File: src/rtl/multicycle_ctrl_if.sv
// Control/datapath bundle for the multicycle RV32I controller: decoded instruction
// and ALU flags in, mux selects, write strobes and the memory handshake out.
interface multicycle_ctrl_if #(
    parameter int ALUCTL_W = 4
);
    logic [31:0]         instr;
    logic                zero;
    logic                lt;
    logic                ltu;
    logic                mem_ready;
    logic                mem_req;
    logic                mem_write;
    logic                adr_src;
    logic                ir_write;
    logic                pc_write;
    logic                pc_clr_lsb;
    logic                reg_write;
    logic [1:0]          alu_src_a;
    logic [1:0]          alu_src_b;
    logic [1:0]          result_src;
    logic [ALUCTL_W-1:0] alu_ctl;
    logic                instr_retired;
    logic                illegal_instr;

    modport master (
        input  instr, zero, lt, ltu, mem_ready,
        output mem_req, mem_write, adr_src, ir_write, pc_write, pc_clr_lsb, reg_write,
               alu_src_a, alu_src_b, result_src, alu_ctl, instr_retired, illegal_instr
    );

    modport slave (
        output instr, zero, lt, ltu, mem_ready,
        input  mem_req, mem_write, adr_src, ir_write, pc_write, pc_clr_lsb, reg_write,
               alu_src_a, alu_src_b, result_src, alu_ctl, instr_retired, illegal_instr
    );
endinterface

File: src/rtl/multicycle_ctrl.sv
// Main control FSM of the multicycle RV32I core (FETCH/DECODE/EXECUTE/MEM/WB).
// Optional ILLEGAL_TRAP_EN: unknown opcodes park the FSM in TRAP until reset.
module multicycle_ctrl #(
    parameter int ALUCTL_W = 4
) (
    input  logic             clk,
    input  logic             reset,
    multicycle_ctrl_if.master bus
);
    typedef enum logic [3:0] {
        S_FETCH, S_DECODE, S_MEMADR, S_MEMREAD, S_MEMWB, S_MEMWRITE,
        S_EXECR, S_EXECI, S_ALUWB, S_BRANCH, S_JAL, S_JALR, S_LINK,
        S_LUI, S_AUIPC
`ifdef ILLEGAL_TRAP_EN
        , S_TRAP
`endif
    } state_t;

    localparam logic [3:0] ALU_ADD   = 4'd0;
    localparam logic [3:0] ALU_SUB   = 4'd1;
    localparam logic [3:0] ALU_AND   = 4'd2;
    localparam logic [3:0] ALU_OR    = 4'd3;
    localparam logic [3:0] ALU_XOR   = 4'd4;
    localparam logic [3:0] ALU_SLT   = 4'd5;
    localparam logic [3:0] ALU_SLTU  = 4'd6;
    localparam logic [3:0] ALU_SLL   = 4'd7;
    localparam logic [3:0] ALU_SRL   = 4'd8;
    localparam logic [3:0] ALU_SRA   = 4'd9;
    localparam logic [3:0] ALU_PASSB = 4'd10;

    state_t state, next;

    logic [6:0] opcode;
    logic [2:0] funct3;
    logic       bit30;
    logic       taken;
    logic       unused;

    logic       mem_req, mem_write, adr_src, ir_write, pc_write, pc_clr_lsb, reg_write;
    logic       instr_retired;
    logic [1:0] alu_src_a, alu_src_b, result_src;
    logic [3:0] alu_op;

    assign opcode = bus.instr[6:0];
    assign funct3 = bus.instr[14:12];
    assign bit30  = bus.instr[30];
    assign unused = ^{bus.instr[31], bus.instr[29:15], bus.instr[11:7]};

    // instr[30] means SUB only for register ops; for both forms it picks SRA on shifts.
    function automatic logic [3:0] alu_decode(input logic [2:0] f3, input logic b30,
                                              input logic is_reg);
        logic [3:0] op;
        case (f3)
            3'b000:  op = (is_reg && b30) ? ALU_SUB : ALU_ADD;
            3'b001:  op = ALU_SLL;
            3'b010:  op = ALU_SLT;
            3'b011:  op = ALU_SLTU;
            3'b100:  op = ALU_XOR;
            3'b101:  op = b30 ? ALU_SRA : ALU_SRL;
            3'b110:  op = ALU_OR;
            default: op = ALU_AND;
        endcase
        return op;
    endfunction

    always_comb begin
        case (funct3)
            3'b000:  taken = bus.zero;
            3'b001:  taken = ~bus.zero;
            3'b100:  taken = bus.lt;
            3'b101:  taken = ~bus.lt;
            3'b110:  taken = bus.ltu;
            3'b111:  taken = ~bus.ltu;
            default: taken = 1'b0;
        endcase
    end

    always_ff @(posedge clk or posedge reset) begin
        if (reset) state <= S_FETCH;
        else       state <= next;
    end

    always_comb begin
        next          = state;
        mem_req       = 1'b0;
        mem_write     = 1'b0;
        adr_src       = 1'b0;
        ir_write      = 1'b0;
        pc_write      = 1'b0;
        pc_clr_lsb    = 1'b0;
        reg_write     = 1'b0;
        instr_retired = 1'b0;
        alu_src_a     = 2'b00;
        alu_src_b     = 2'b00;
        result_src    = 2'b00;
        alu_op        = ALU_ADD;
        case (state)
            S_FETCH: begin
                mem_req = 1'b1;
                if (bus.mem_ready) begin
                    ir_write   = 1'b1;
                    alu_src_b  = 2'b10;
                    result_src = 2'b10;
                    pc_write   = 1'b1;
                    next       = S_DECODE;
                end
            end
            S_DECODE: begin
                // Branch/JAL target is precomputed here into ALUOut.
                alu_src_a = 2'b01;
                alu_src_b = 2'b01;
                case (opcode)
                    7'b0000011, 7'b0100011: next = S_MEMADR;
                    7'b0110011:             next = S_EXECR;
                    7'b0010011:             next = S_EXECI;
                    7'b1100011:             next = S_BRANCH;
                    7'b1101111:             next = S_JAL;
                    7'b1100111:             next = S_JALR;
                    7'b0110111:             next = S_LUI;
                    7'b0010111:             next = S_AUIPC;
                    default: begin
`ifdef ILLEGAL_TRAP_EN
                        next = S_TRAP;
`else
                        instr_retired = 1'b1;
                        next          = S_FETCH;
`endif
                    end
                endcase
            end
            S_MEMADR: begin
                alu_src_a = 2'b10;
                alu_src_b = 2'b01;
                next      = opcode[5] ? S_MEMWRITE : S_MEMREAD;
            end
            S_MEMREAD: begin
                adr_src = 1'b1;
                mem_req = 1'b1;
                if (bus.mem_ready) next = S_MEMWB;
            end
            S_MEMWB: begin
                result_src    = 2'b01;
                reg_write     = 1'b1;
                instr_retired = 1'b1;
                next          = S_FETCH;
            end
            S_MEMWRITE: begin
                adr_src   = 1'b1;
                mem_req   = 1'b1;
                mem_write = 1'b1;
                if (bus.mem_ready) begin
                    instr_retired = 1'b1;
                    next          = S_FETCH;
                end
            end
            S_EXECR: begin
                alu_src_a = 2'b10;
                alu_op    = alu_decode(funct3, bit30, 1'b1);
                next      = S_ALUWB;
            end
            S_EXECI: begin
                alu_src_a = 2'b10;
                alu_src_b = 2'b01;
                alu_op    = alu_decode(funct3, bit30, 1'b0);
                next      = S_ALUWB;
            end
            S_ALUWB: begin
                reg_write     = 1'b1;
                instr_retired = 1'b1;
                next          = S_FETCH;
            end
            S_BRANCH: begin
                alu_src_a     = 2'b10;
                alu_op        = ALU_SUB;
                pc_write      = taken;
                instr_retired = 1'b1;
                next          = S_FETCH;
            end
            S_JAL: begin
                pc_write  = 1'b1;
                alu_src_a = 2'b01;
                alu_src_b = 2'b10;
                next      = S_ALUWB;
            end
            S_JALR: begin
                alu_src_a  = 2'b10;
                alu_src_b  = 2'b01;
                result_src = 2'b10;
                pc_write   = 1'b1;
                pc_clr_lsb = 1'b1;
                next       = S_LINK;
            end
            S_LINK: begin
                alu_src_a     = 2'b01;
                alu_src_b     = 2'b10;
                result_src    = 2'b10;
                reg_write     = 1'b1;
                instr_retired = 1'b1;
                next          = S_FETCH;
            end
            S_LUI: begin
                alu_src_b = 2'b01;
                alu_op    = ALU_PASSB;
                next      = S_ALUWB;
            end
            S_AUIPC: begin
                alu_src_a = 2'b01;
                alu_src_b = 2'b01;
                next      = S_ALUWB;
            end
            default: next = state;
        endcase
        // Reset forces FETCH asynchronously; keep it from issuing a fetch while held.
        if (reset) begin
            mem_req       = 1'b0;
            mem_write     = 1'b0;
            adr_src       = 1'b0;
            ir_write      = 1'b0;
            pc_write      = 1'b0;
            pc_clr_lsb    = 1'b0;
            reg_write     = 1'b0;
            instr_retired = 1'b0;
            alu_src_a     = 2'b00;
            alu_src_b     = 2'b00;
            result_src    = 2'b00;
            alu_op        = ALU_ADD;
        end
    end

    assign bus.mem_req       = mem_req;
    assign bus.mem_write     = mem_write;
    assign bus.adr_src       = adr_src;
    assign bus.ir_write      = ir_write;
    assign bus.pc_write      = pc_write;
    assign bus.pc_clr_lsb    = pc_clr_lsb;
    assign bus.reg_write     = reg_write;
    assign bus.alu_src_a     = alu_src_a;
    assign bus.alu_src_b     = alu_src_b;
    assign bus.result_src    = result_src;
    assign bus.alu_ctl       = ALUCTL_W'(alu_op);
    assign bus.instr_retired = instr_retired;
`ifdef ILLEGAL_TRAP_EN
    assign bus.illegal_instr = (state == S_TRAP) && !reset;
`else
    assign bus.illegal_instr = 1'b0;
`endif
endmodule

File: src/flat_wrapper.sv
// flat-port wrapper written by rule: the top's interface ports become plain ports
module multicycle_ctrl_flat 
#(
    parameter int ALUCTL_W = 4
)
  (clk, reset, bus_instr, bus_zero, bus_lt, bus_ltu, bus_mem_ready, bus_mem_req, bus_mem_write, bus_adr_src, bus_ir_write, bus_pc_write, bus_pc_clr_lsb, bus_reg_write, bus_alu_src_a, bus_alu_src_b, bus_result_src, bus_alu_ctl, bus_instr_retired, bus_illegal_instr);
  multicycle_ctrl_if #(.ALUCTL_W(ALUCTL_W)) bus_i ();
  input  logic clk;
  input  logic reset;
  input wire logic [$bits(bus_i.instr)-1:0] bus_instr;
  input wire logic [$bits(bus_i.zero)-1:0] bus_zero;
  input wire logic [$bits(bus_i.lt)-1:0] bus_lt;
  input wire logic [$bits(bus_i.ltu)-1:0] bus_ltu;
  input wire logic [$bits(bus_i.mem_ready)-1:0] bus_mem_ready;
  output wire logic [$bits(bus_i.mem_req)-1:0] bus_mem_req;
  output wire logic [$bits(bus_i.mem_write)-1:0] bus_mem_write;
  output wire logic [$bits(bus_i.adr_src)-1:0] bus_adr_src;
  output wire logic [$bits(bus_i.ir_write)-1:0] bus_ir_write;
  output wire logic [$bits(bus_i.pc_write)-1:0] bus_pc_write;
  output wire logic [$bits(bus_i.pc_clr_lsb)-1:0] bus_pc_clr_lsb;
  output wire logic [$bits(bus_i.reg_write)-1:0] bus_reg_write;
  output wire logic [$bits(bus_i.alu_src_a)-1:0] bus_alu_src_a;
  output wire logic [$bits(bus_i.alu_src_b)-1:0] bus_alu_src_b;
  output wire logic [$bits(bus_i.result_src)-1:0] bus_result_src;
  output wire logic [$bits(bus_i.alu_ctl)-1:0] bus_alu_ctl;
  output wire logic [$bits(bus_i.instr_retired)-1:0] bus_instr_retired;
  output wire logic [$bits(bus_i.illegal_instr)-1:0] bus_illegal_instr;
  assign bus_i.instr = bus_instr;
  assign bus_i.zero = bus_zero;
  assign bus_i.lt = bus_lt;
  assign bus_i.ltu = bus_ltu;
  assign bus_i.mem_ready = bus_mem_ready;
  assign bus_mem_req = bus_i.mem_req;
  assign bus_mem_write = bus_i.mem_write;
  assign bus_adr_src = bus_i.adr_src;
  assign bus_ir_write = bus_i.ir_write;
  assign bus_pc_write = bus_i.pc_write;
  assign bus_pc_clr_lsb = bus_i.pc_clr_lsb;
  assign bus_reg_write = bus_i.reg_write;
  assign bus_alu_src_a = bus_i.alu_src_a;
  assign bus_alu_src_b = bus_i.alu_src_b;
  assign bus_result_src = bus_i.result_src;
  assign bus_alu_ctl = bus_i.alu_ctl;
  assign bus_instr_retired = bus_i.instr_retired;
  assign bus_illegal_instr = bus_i.illegal_instr;
  multicycle_ctrl #(.ALUCTL_W(ALUCTL_W)) u_core (.clk(clk), .reset(reset), .bus(bus_i));
endmodule
File: config.mk
export PLATFORM = sky130hd
export DESIGN_NAME = multicycle_ctrl_flat
export DESIGN_NICKNAME = d
export VERILOG_FILES = /design/src/rtl/multicycle_ctrl_if.sv /design/src/rtl/multicycle_ctrl.sv /design/src/flat_wrapper.sv
export SDC_FILE = /design/constraint.sdc
export NUM_CORES = 1
export LEC_CHECK = 0
export ABC_CLOCK_PERIOD_IN_PS = 1500
export CORE_MARGIN = 2
export CORE_UTILIZATION = 33
export DETAILED_ROUTE_END_ITERATION = 12
export PLACE_DENSITY = 0.82
export SLEW_MARGIN = 10
export SYNTH_ARGS = -nofsm -noshare
export SYNTH_HDL_FRONTEND = slang
export SYNTH_SLANG_ARGS = --single-unit
File: constraint.sdc
create_clock -name clk -period 1.5 [get_ports clk]
set_input_delay 0.3 -clock clk [delete_from_list [all_inputs] [get_ports clk]]
set_output_delay 0.3 -clock clk [all_outputs]
set_load 0.03 [all_outputs]
Word-level counts from Yosys, hierarchy flattened
Cells that the tools add are included.
{ "word_totals": {"ff_bits": 4, "in_bits": 38, "out_inout_bits": 19, "word_cells": 92} }
{ "op_classes": {"n_eq_ne": 33, "n_mux": 38, "bitwise_logic": 3, "reduce_logical": 17} }
{ "op_table": {"columns": ["operator", "n"], "rows": [
  ["case mux 4 bit (8 select lines)", 2],
  ["case mux 4 bit (7 select lines)", 2],
  ["equality test 4 bit (second input constant)", 7],
  ["equality test 7 x 6 -> 1 bit (second input constant)", 3],
  ["equality test 7 bit (second input constant)", 3],
  ["2-to-1 mux 1 bit", 18],
  ["equality test 4 x 3 -> 1 bit (second input constant)", 4],
  ["2-to-1 mux 4 bit", 4],
  ["case mux 4 bit (4 select lines)", 1],
  ["equality test 7 x 5 -> 1 bit (second input constant)", 2],
  ["equality test 3 bit (second input constant)", 4],
  ["case mux 2 bit (3 select lines)", 2],
  ["OR reduction 2 bit", 5],
  ["OR reduction 5 bit", 2],
  ["OR reduction 9 bit", 1],
  ["equality test 4 x 2 -> 1 bit (second input constant)", 2],
  ["2-to-1 mux 2 bit", 4],
  ["nonzero test 8 bit", 1],
  ["OR reduction 4 bit", 2],
  ["equality test 7 x 2 -> 1 bit (second input constant)", 1],
  ["equality test 3 x 2 -> 1 bit (second input constant)", 2],
  ["!= test 2 bit (second input constant)", 3],
  ["case mux 1 bit (3 select lines)", 2],
  ["case mux 1 bit (6 select lines)", 1],
  ["other kinds (10)", 13]
]} }

Longest topological paths before layout
Gate-level depths: netlist of run 1.
{ "depth": {"word_depth": 5, "mapped_depth": 6, "ltp_nobuf": 4} }

Worst setup path after synthesis of run 1
No wires, ideal clock.
{ "synth_path": {"kind": "register to output", "startpoint": "register u_core.state[2]", "endpoint": "output port bus_alu_src_b[1]", "arrival_ns": 1.703, "required_time_ns": 1.200, "setup_slack_ns": -0.503, "stages_incl_launch_ff": 6, "n_path_buf": 1, "cell_sequence": "dfrtp_1 -> buf_6 -> or2_4 -> o21ai_4 -> nor2_2 -> a2111oi_2"} }
{ "synth_via": {"elab_chain_len": 4, "word_cells_on_any_way": 13, "cone_classes": "8 x eq/ne; 2 x mux; 3 x reduce/logical"} }
{ "synth_lines": {"columns": ["item", "line", "text"], "rows": [
  ["from (decl)", "multicycle_ctrl.sv:31", "state_t state, next;"],
  ["from (signal assigned)", "multicycle_ctrl.sv:80", "else state <= next;"],
  ["equality test 4 x 2 -> 1 bit (tied with other cells)", "multicycle_ctrl.sv:97", "case (state)"],
  ["OR reduction 6 bit (no source line) / OR reduction 2 bit (equally long branches)", null, null],
  ["case mux 2 bit (3 select lines) *", "multicycle_ctrl.sv:97", null],
  ["2-to-1 mux 2 bit *", "multicycle_ctrl.sv:214", "if (reset) begin"],
  ["to (decl)", "flat_wrapper.sv:23", "output wire logic [$bits(bus_i.alu_src_b)-1:0] bus_alu_src_b;"]
]} }
Every way passes the cells marked *; elsewhere a longest branch is shown, timed or not.

Worst setup path in the final report of run 1
Same ends and word-level chain as after synthesis.

==> metrics.yaml, run 1 <==
regMostFlops: "u_core.state"
track_usage_pct: 27.9
multi_input_area_mm2: 0.00105
antenna_cells: 0
cp-start-kind: "flip-flop"
synth_compound_area_share_pct: 29.8
violations: "setup timing"
die_x_um: 55.8
finalCriticalPeriod_ns: 1.97
p_per_area_mw_per_mm2: 431
final_common_cell: "buf_4"
yosys.area_share.adder_pct: 0
p_int_uw: 497
cp_max_fo: 4
cts.sink_count: 4
grt_pass1_vias: 1407
top_regs: "u_core.state: 4 flops"
syn_area_um2: 887
seqPwrFrac_pct: 13.9
reg2reg_to: "u_core.state[0]"
gp_congestion: 0.852
via_count: 1408
drtAntennaViolNets: 0
dr.pass1.iters: 4
core_mm2: 0.00252
p_clk_share_pct: 15.8
cts-root-buf: "clkbuf_4"
end_kind: "output pin"
outcome: "finished, violations left"
pin_count: 57
stdcell_area_mm2: 0.00204
mappedNetlistNets: 175
fmaxAchievable_mhz: 508
required_ns: 1.20
ys_ff_latch: 4
synthMuxAreaShare_pct: 2.26
worstPathArrival_ns: 1.67
route.detailed.drc: 0
nFillCells: 133
p_comb_share_pct: 70.3
fin_ws_ns: -0.469
path_class: "flip-flop to output pin"
numCtsBuffers: 3
hold_ws_ns: 0.319
place_inst: 232
hold_path_class: "primary input to asynchronous set/reset pin"
place_hpwl_mm: 2.61
cts_tree: "built"
cts_max_level: 1
clk_path_buf_depth: 2
ys_warn_count: 0
antenna_found_initial: 0
initial_core_util_pct: 35.2
final_cell_mix: "buf_4, buf_6, nor2_1"
die_h_um: 55.8
syn-instance-count: 137
rrSetupSlack_ns: -0.25
grt_pass1_wl_mm: 6.90
reg2reg_depth: 7
overflow: 0
hold_violations: 0
synth-edff-count: 0
holdBufCountCts: 0
nets: 254
grt_max_degree: 12
async_reset_ff_share_pct: 100
max-cap-violations: 0
p_switching_uw: 382
drive_gt1_share_pct: 62.1
yosys_most_used_dff: "dfrtp_1"
period_share_pct: 131
rsz0062_at_grt: "true"
ir_drop_uv: 387
switching_share_pct: 43.5
avgRoutedWirePerCell_um: 19.4
instances_no_fill: 244
synth_top_family_by_area: "simple AND/OR/NAND/NOR gates"
synth-seq-area-share_pct: 11.3
wirelength_mm: 4.74
ys_types: 44
syn_avg_cell_area_um2: 6.48
rr_startpoint: "u_core.state[2]"
via_per_inst: 5.77
synth-xor-area-share_pct: 5.92
placedInstanceArea_mm2: 0.00160
clock_skew_ns: 0.00583
setup_viol: 20
drt-initial-drc-count: 86
area_growth_pct: 130
synth-simple-area-share_pct: 39.6
num_rows: 18
clk_pin_slew_ns: 0.04
port_buffers: 34
die-area_mm2: 0.00312
seqCellArea_um2: 103
largest_register_ffs: 4
drv_slew: 0
clkLatencyLatePin_ns: 0.24
leakage_nw: 0.860
==> worst max-delay path by stage <==
stage	slack, ns	depth (start not counted)	from	endpoint
after floorplan	-0.18	5	u_core.state[2]	bus_alu_src_b[1]
after global placement	-0.43	6	bus_instr[12]	bus_alu_ctl[0]
after detailed placement	-0.47	6	bus_instr[12]	bus_alu_ctl[0]
after CTS	-0.36	5	u_core.state[3]	bus_alu_src_b[1]
after global routing	-0.52	5	u_core.state[2]	bus_alu_src_b[1]
final	-0.47	5	u_core.state[2]	bus_alu_src_b[1]
==> timing repair <==
action / 4_1_cts / 5_1_grt
pin swaps: 7 / 13
setup endpoints to repair: 19 / 22
buffers inserted: 5 / 4
gates resized for setup: 53 / 40
==> routing by layer <==
| layer | GRT usage (%) | routed length [um] | vias to the layer above |
|---|---|---|---|
| met5 | 0 | 0 | - |
| met4 | 18.0 | 236 | 0 |
| met3 | 4.19 | 300 | 27 |
| met2 | 48.0 | 2360 | 81 |
| met1 | 31.8 | 1840 | 660 |
| li1 | - | - | 640 |
==> per-stage QoR <==
step	util (%)	power, mW	TNS (ns)	setup WS [ns]
detailed placement	63.4	0.577	-5.21	-0.470
CTS	72.3	0.775	-5.27	-0.364
floorplan	-	0.382	-0.396	-0.176
global route	80.9	0.929	-7.17	-0.516
global placement	63.4	0.562	-4.36	-0.434
finish	80.9	0.879	-6.08	-0.469
==> cells in the mapped netlist (all sizes together), types with 3 or more instances <==
library cell,instances,area (um2)
nor3,8,40.0
inv,7,26.3
xor2,3,26.3
buf,10,65.1
dfrtp,4,100
nand2b,4,25.0
nand3,4,20.0
nor2b,5,31.3
nand2,8,30.0
xnor2,3,26.3
nor2,21,88.8
a21oi,14,70.1
o21ai,13,76.3
==> layout make-up <==
type / instances / area share (%)
tap: 30 / 1.84
timing repair buffer: 85 / 39.3
inverter: 7 / 1.29
clock buffer: 3 / 1.10
multi-input combinational: 115 / 51.4
sequential: 4 / 5.03
==> critical path: stages, from the launching register on <==
cell	delay, ns
dfrtp_1	0.42
or2_4	0.30
o21ai_4	0.19
nor2_4	0.07
a2111oi_4	0.23
buf_4	0.22
==> power groups by stage <==
stage	Combinational, mW	Clock [mW]	Sequential, mW
final	0.618	0.139	0.122
after global routing	0.650	0.156	0.123
after CTS	0.514	0.141	0.121
after detailed placement	0.455	0	0.121
after global placement	0.441	0	0.121
after floorplan	0.265	0	0.117
==> cells by family after synthesis <==
| family | count (synthesis) |
|---|---|
| mux | 2 |
| compound gates | 40 |
| other cells | 1 |
| flops | 4 |
| simple gates | 66 |
| buf+inv | 18 |
| xor+xnor | 6 |
Power figures use the tool's default switching activity.
==> inputs of run 2 (changes only) <==
--- a/config.mk
+++ b/config.mk
@@ -5,11 +5,12 @@
 export SDC_FILE = /design/constraint.sdc
 export NUM_CORES = 1
 export LEC_CHECK = 0
-export ABC_CLOCK_PERIOD_IN_PS = 1500
+export ABC_AREA = 1
+export ABC_CLOCK_PERIOD_IN_PS = 2550
 export CORE_MARGIN = 2
-export CORE_UTILIZATION = 33
+export CORE_UTILIZATION = 37
 export DETAILED_ROUTE_END_ITERATION = 12
-export PLACE_DENSITY = 0.82
+export PLACE_DENSITY = 0.9
 export SLEW_MARGIN = 10
 export SYNTH_ARGS = -nofsm -noshare
 export SYNTH_HDL_FRONTEND = slang
==> constraint.sdc (replaced) <==
create_clock -name clk -period 2.55 [get_ports clk]
set_input_delay 0.51 -clock clk [delete_from_list [all_inputs] [get_ports clk]]
set_output_delay 0.51 -clock clk [all_outputs]
set_load 0.03 [all_outputs]
==> run 2 against run 1 <==
The flow now finishes without violations. Setup slack better by 0.63 ns. Via count shrank 24%. Synthesized cell count is 18% higher. Die area shrank 19%. Count of clock-buffer cells in the layout unchanged. Sequential share of layout area up 3.8 points. Area after synthesis fell by 10%. Critical path type is now primary input to output pin. Largest cell class unchanged.
==> metrics.yaml, run 2 <==
outcome: "complete, no violations"
place_hpwl_mm: 1.78  # -32%
synth-edff-count: 0  # unchanged
period_share_pct: 93.7
holdBufCountCts: 0  # unchanged
fin_tns_setup_ns: 0  # +6.08 ns
final_common_cell: "nand2_1"
antenna_cells: 0  # unchanged
via_count: 1067  # -24%
wirelength_mm: 2.11  # -55%
dr.pass1.iters: 4  # unchanged
yosysTopAreaCellShare_pct: 20.8  # +9.5 points
top_regs: "u_core.state: 4 flops"
post-synth-top-count-cell: "nand2_1"
mappedNetlistNets: 199  # +14%
core_mm2: 0.00200  # -21%
ys_types: 23  # -48%
seqCellArea_um2: 100  # -2.4%
cp_max_fo: 6  # +2
path_class: "primary input to output pin"
port_buffers: 34  # unchanged
grt_pass1_vias: 848  # -40%
die_x_um: 50.4  # -9.8%
synth-seq-area-share_pct: 12.6  # +1.3 points
gp_congestion: 0.908  # +6.5%
setup_viol: 0  # -100%
syn_avg_cell_area_um2: 4.94  # -24%
cts_tree: "built"
dpl_worst_slack_ns: 0.152  # +0.623 ns
required_ns: 2.04  # +0.84 ns
drtAntennaViolNets: 0  # unchanged
fmaxAchievable_mhz: 418
ys_warn_count: 0  # unchanged
drv_slew: 0  # unchanged
cts.sink_count: 4  # unchanged
clkLatencyLatePin_ns: 0.23  # about the same
fin_ws_ns: 0.160  # +0.628 ns
avgRoutedWirePerCell_um: 9.48  # -51%
cts_max_level: 1  # unchanged
ir_drop_uv: 164  # -57%
leakage_nw: 0.591  # -31%
hold_violations: 0  # unchanged
fin_util_pct: 56.9  # -24 points
drt-initial-drc-count: 33  # -62%
grt_max_degree: 15  # +3
end_kind: "output pin"
clk_pin_slew_ns: 0.04  # about the same
drive_gt1_share_pct: 17.9  # -44 points
final_cell_mix: "nand2_1, nor2_1, inv_1"
route.detailed.drc: 0  # unchanged
clock_skew_ns: 0.0000743  # -0.00576 ns
synth_area_leader_cell: "nand2_1"
pin_count: 57  # unchanged
initial_core_util_pct: 39.7  # +4.6 points
track_usage_pct: 16.6  # -11 points
worstPathArrival_ns: 1.88  # +0.21 ns
rsz0062_at_grt: "false"
synthTopCellsByArea: "nand2_1, nor2_1, dfrtp_1, inv_1, a21oi_1"
die-area_mm2: 0.00254  # -19%
overflow: 0  # unchanged
p_total_uw: 200  # -77%
yosys_most_used_dff: "dfrtp_1"
async_reset_ff_share_pct: 100  # unchanged
cts-root-buf: "clkbuf_4"
cp-start-kind: "primary input"
grt_pass1_wl_mm: 3.34  # -52%
via_per_inst: 4.78  # -17%
nFillCells: 214  # +61%
die_h_um: 50.4  # -9.8%
hold_path_class: "flip-flop to flip-flop"
p_per_area_mw_per_mm2: 176  # -59%
clk_path_buf_depth: 2  # unchanged
largest_register_ffs: 4  # unchanged
syn-instance-count: 161  # +18%
finalCriticalPeriod_ns: 2.39
numCtsBuffers: 3  # unchanged
nets: 236  # -7.1%
synth.top_cells.by_count: "nand2_1, nor2_1, inv_1"
ys_ff_latch: 4  # unchanged
syn_area_um2: 796  # -10%
regMostFlops: "u_core.state"
max-cap-violations: 0  # unchanged
area_growth_pct: 43.2
antenna_found_initial: 0  # unchanged
multi_input_area_um2: 583  # -44%
num_rows: 16  # -2
==> run 2: kinds of logic (layout without fill, tap and decap cells) <==
kind of cell    Yosys count  after routing  share of synthesized area (%)
compound gates           29             29                           20.4
other cells               1              1                          0.471
simple gates             98             98                           52.4
flops                     4              4                           12.6
buf+inv                  29             64                           14.2
==> run 2: power by group <==
part / internal (mW) / leakage [nW] / switching (mW)
logic: 0.0305 / 0.542 / 0.0308
registers: 0.0639 / 0.0350 / 0
clock network: 0.0524 / 0.0138 / 0.0227
==> run 2: final cells by class <==
type | count | share of cell area [%]
clock buffers | 3 | 1.98
repair buffers | 35 | 26.6
flip-flops and latches | 4 | 8.78
inverters | 26 | 8.56
well taps | 27 | 2.96
multi-input cells | 128 | 51.2
==> run 2: worst paths after layout <==
path	slack [ns]	depth (start not counted)	start	endpoint
worst max-delay path	0.16	8	bus_instr[14]	bus_alu_ctl[0]
worst min-delay path	0.59	2	u_core.state[0]	u_core.state[0]
worst max register to register	1.15	8	u_core.state[3]	u_core.state[0]
worst min register to register	0.59	2	u_core.state[0]	u_core.state[0]
max in group asynchronous	1.77	2	reset	u_core.state[3]
min in group asynchronous	0.62	2	reset	u_core.state[2]
==> run 2: per-stage QoR <==
step | instance area [um2] | hold WS, ns | instances
after floorplan | 796 | 0.476 | 161
after global placement | 1120 | 0.554 | 220
after detailed placement | 1120 | 0.582 | 220
after CTS | 1140 | 0.592 | 223
after global routing | 1140 | 0.607 | 223
final | 1140 | 0.594 | 223
==> run 2: repair_timing <==
item | in CTS | in global routing
setup endpoints to repair | 0 | 2
resized for setup | 0 | 1
buffers inserted | 0 | 0
hold endpoints to repair | 0 | 0
==> run 2: worst max-delay path, cell delays in order <==
cell and delay (ns):
clkdlybuf4s50_1 0.57, nand2_1 0.12, nor2_1 0.15, nand2_1 0.07, nand4_1 0.09, nand2_1 0.05
a21oi_1 0.14, buf_4 0.18
==> run 2: metal layers <==
layer	share of wire (%)	up-vias	GRT usage [%]
li1	-	582	-
met1	46	450	19.6
met2	48	35	30.5
met3	5.9	0	3.27
met4	0	0	4.05
met5	0	-	0
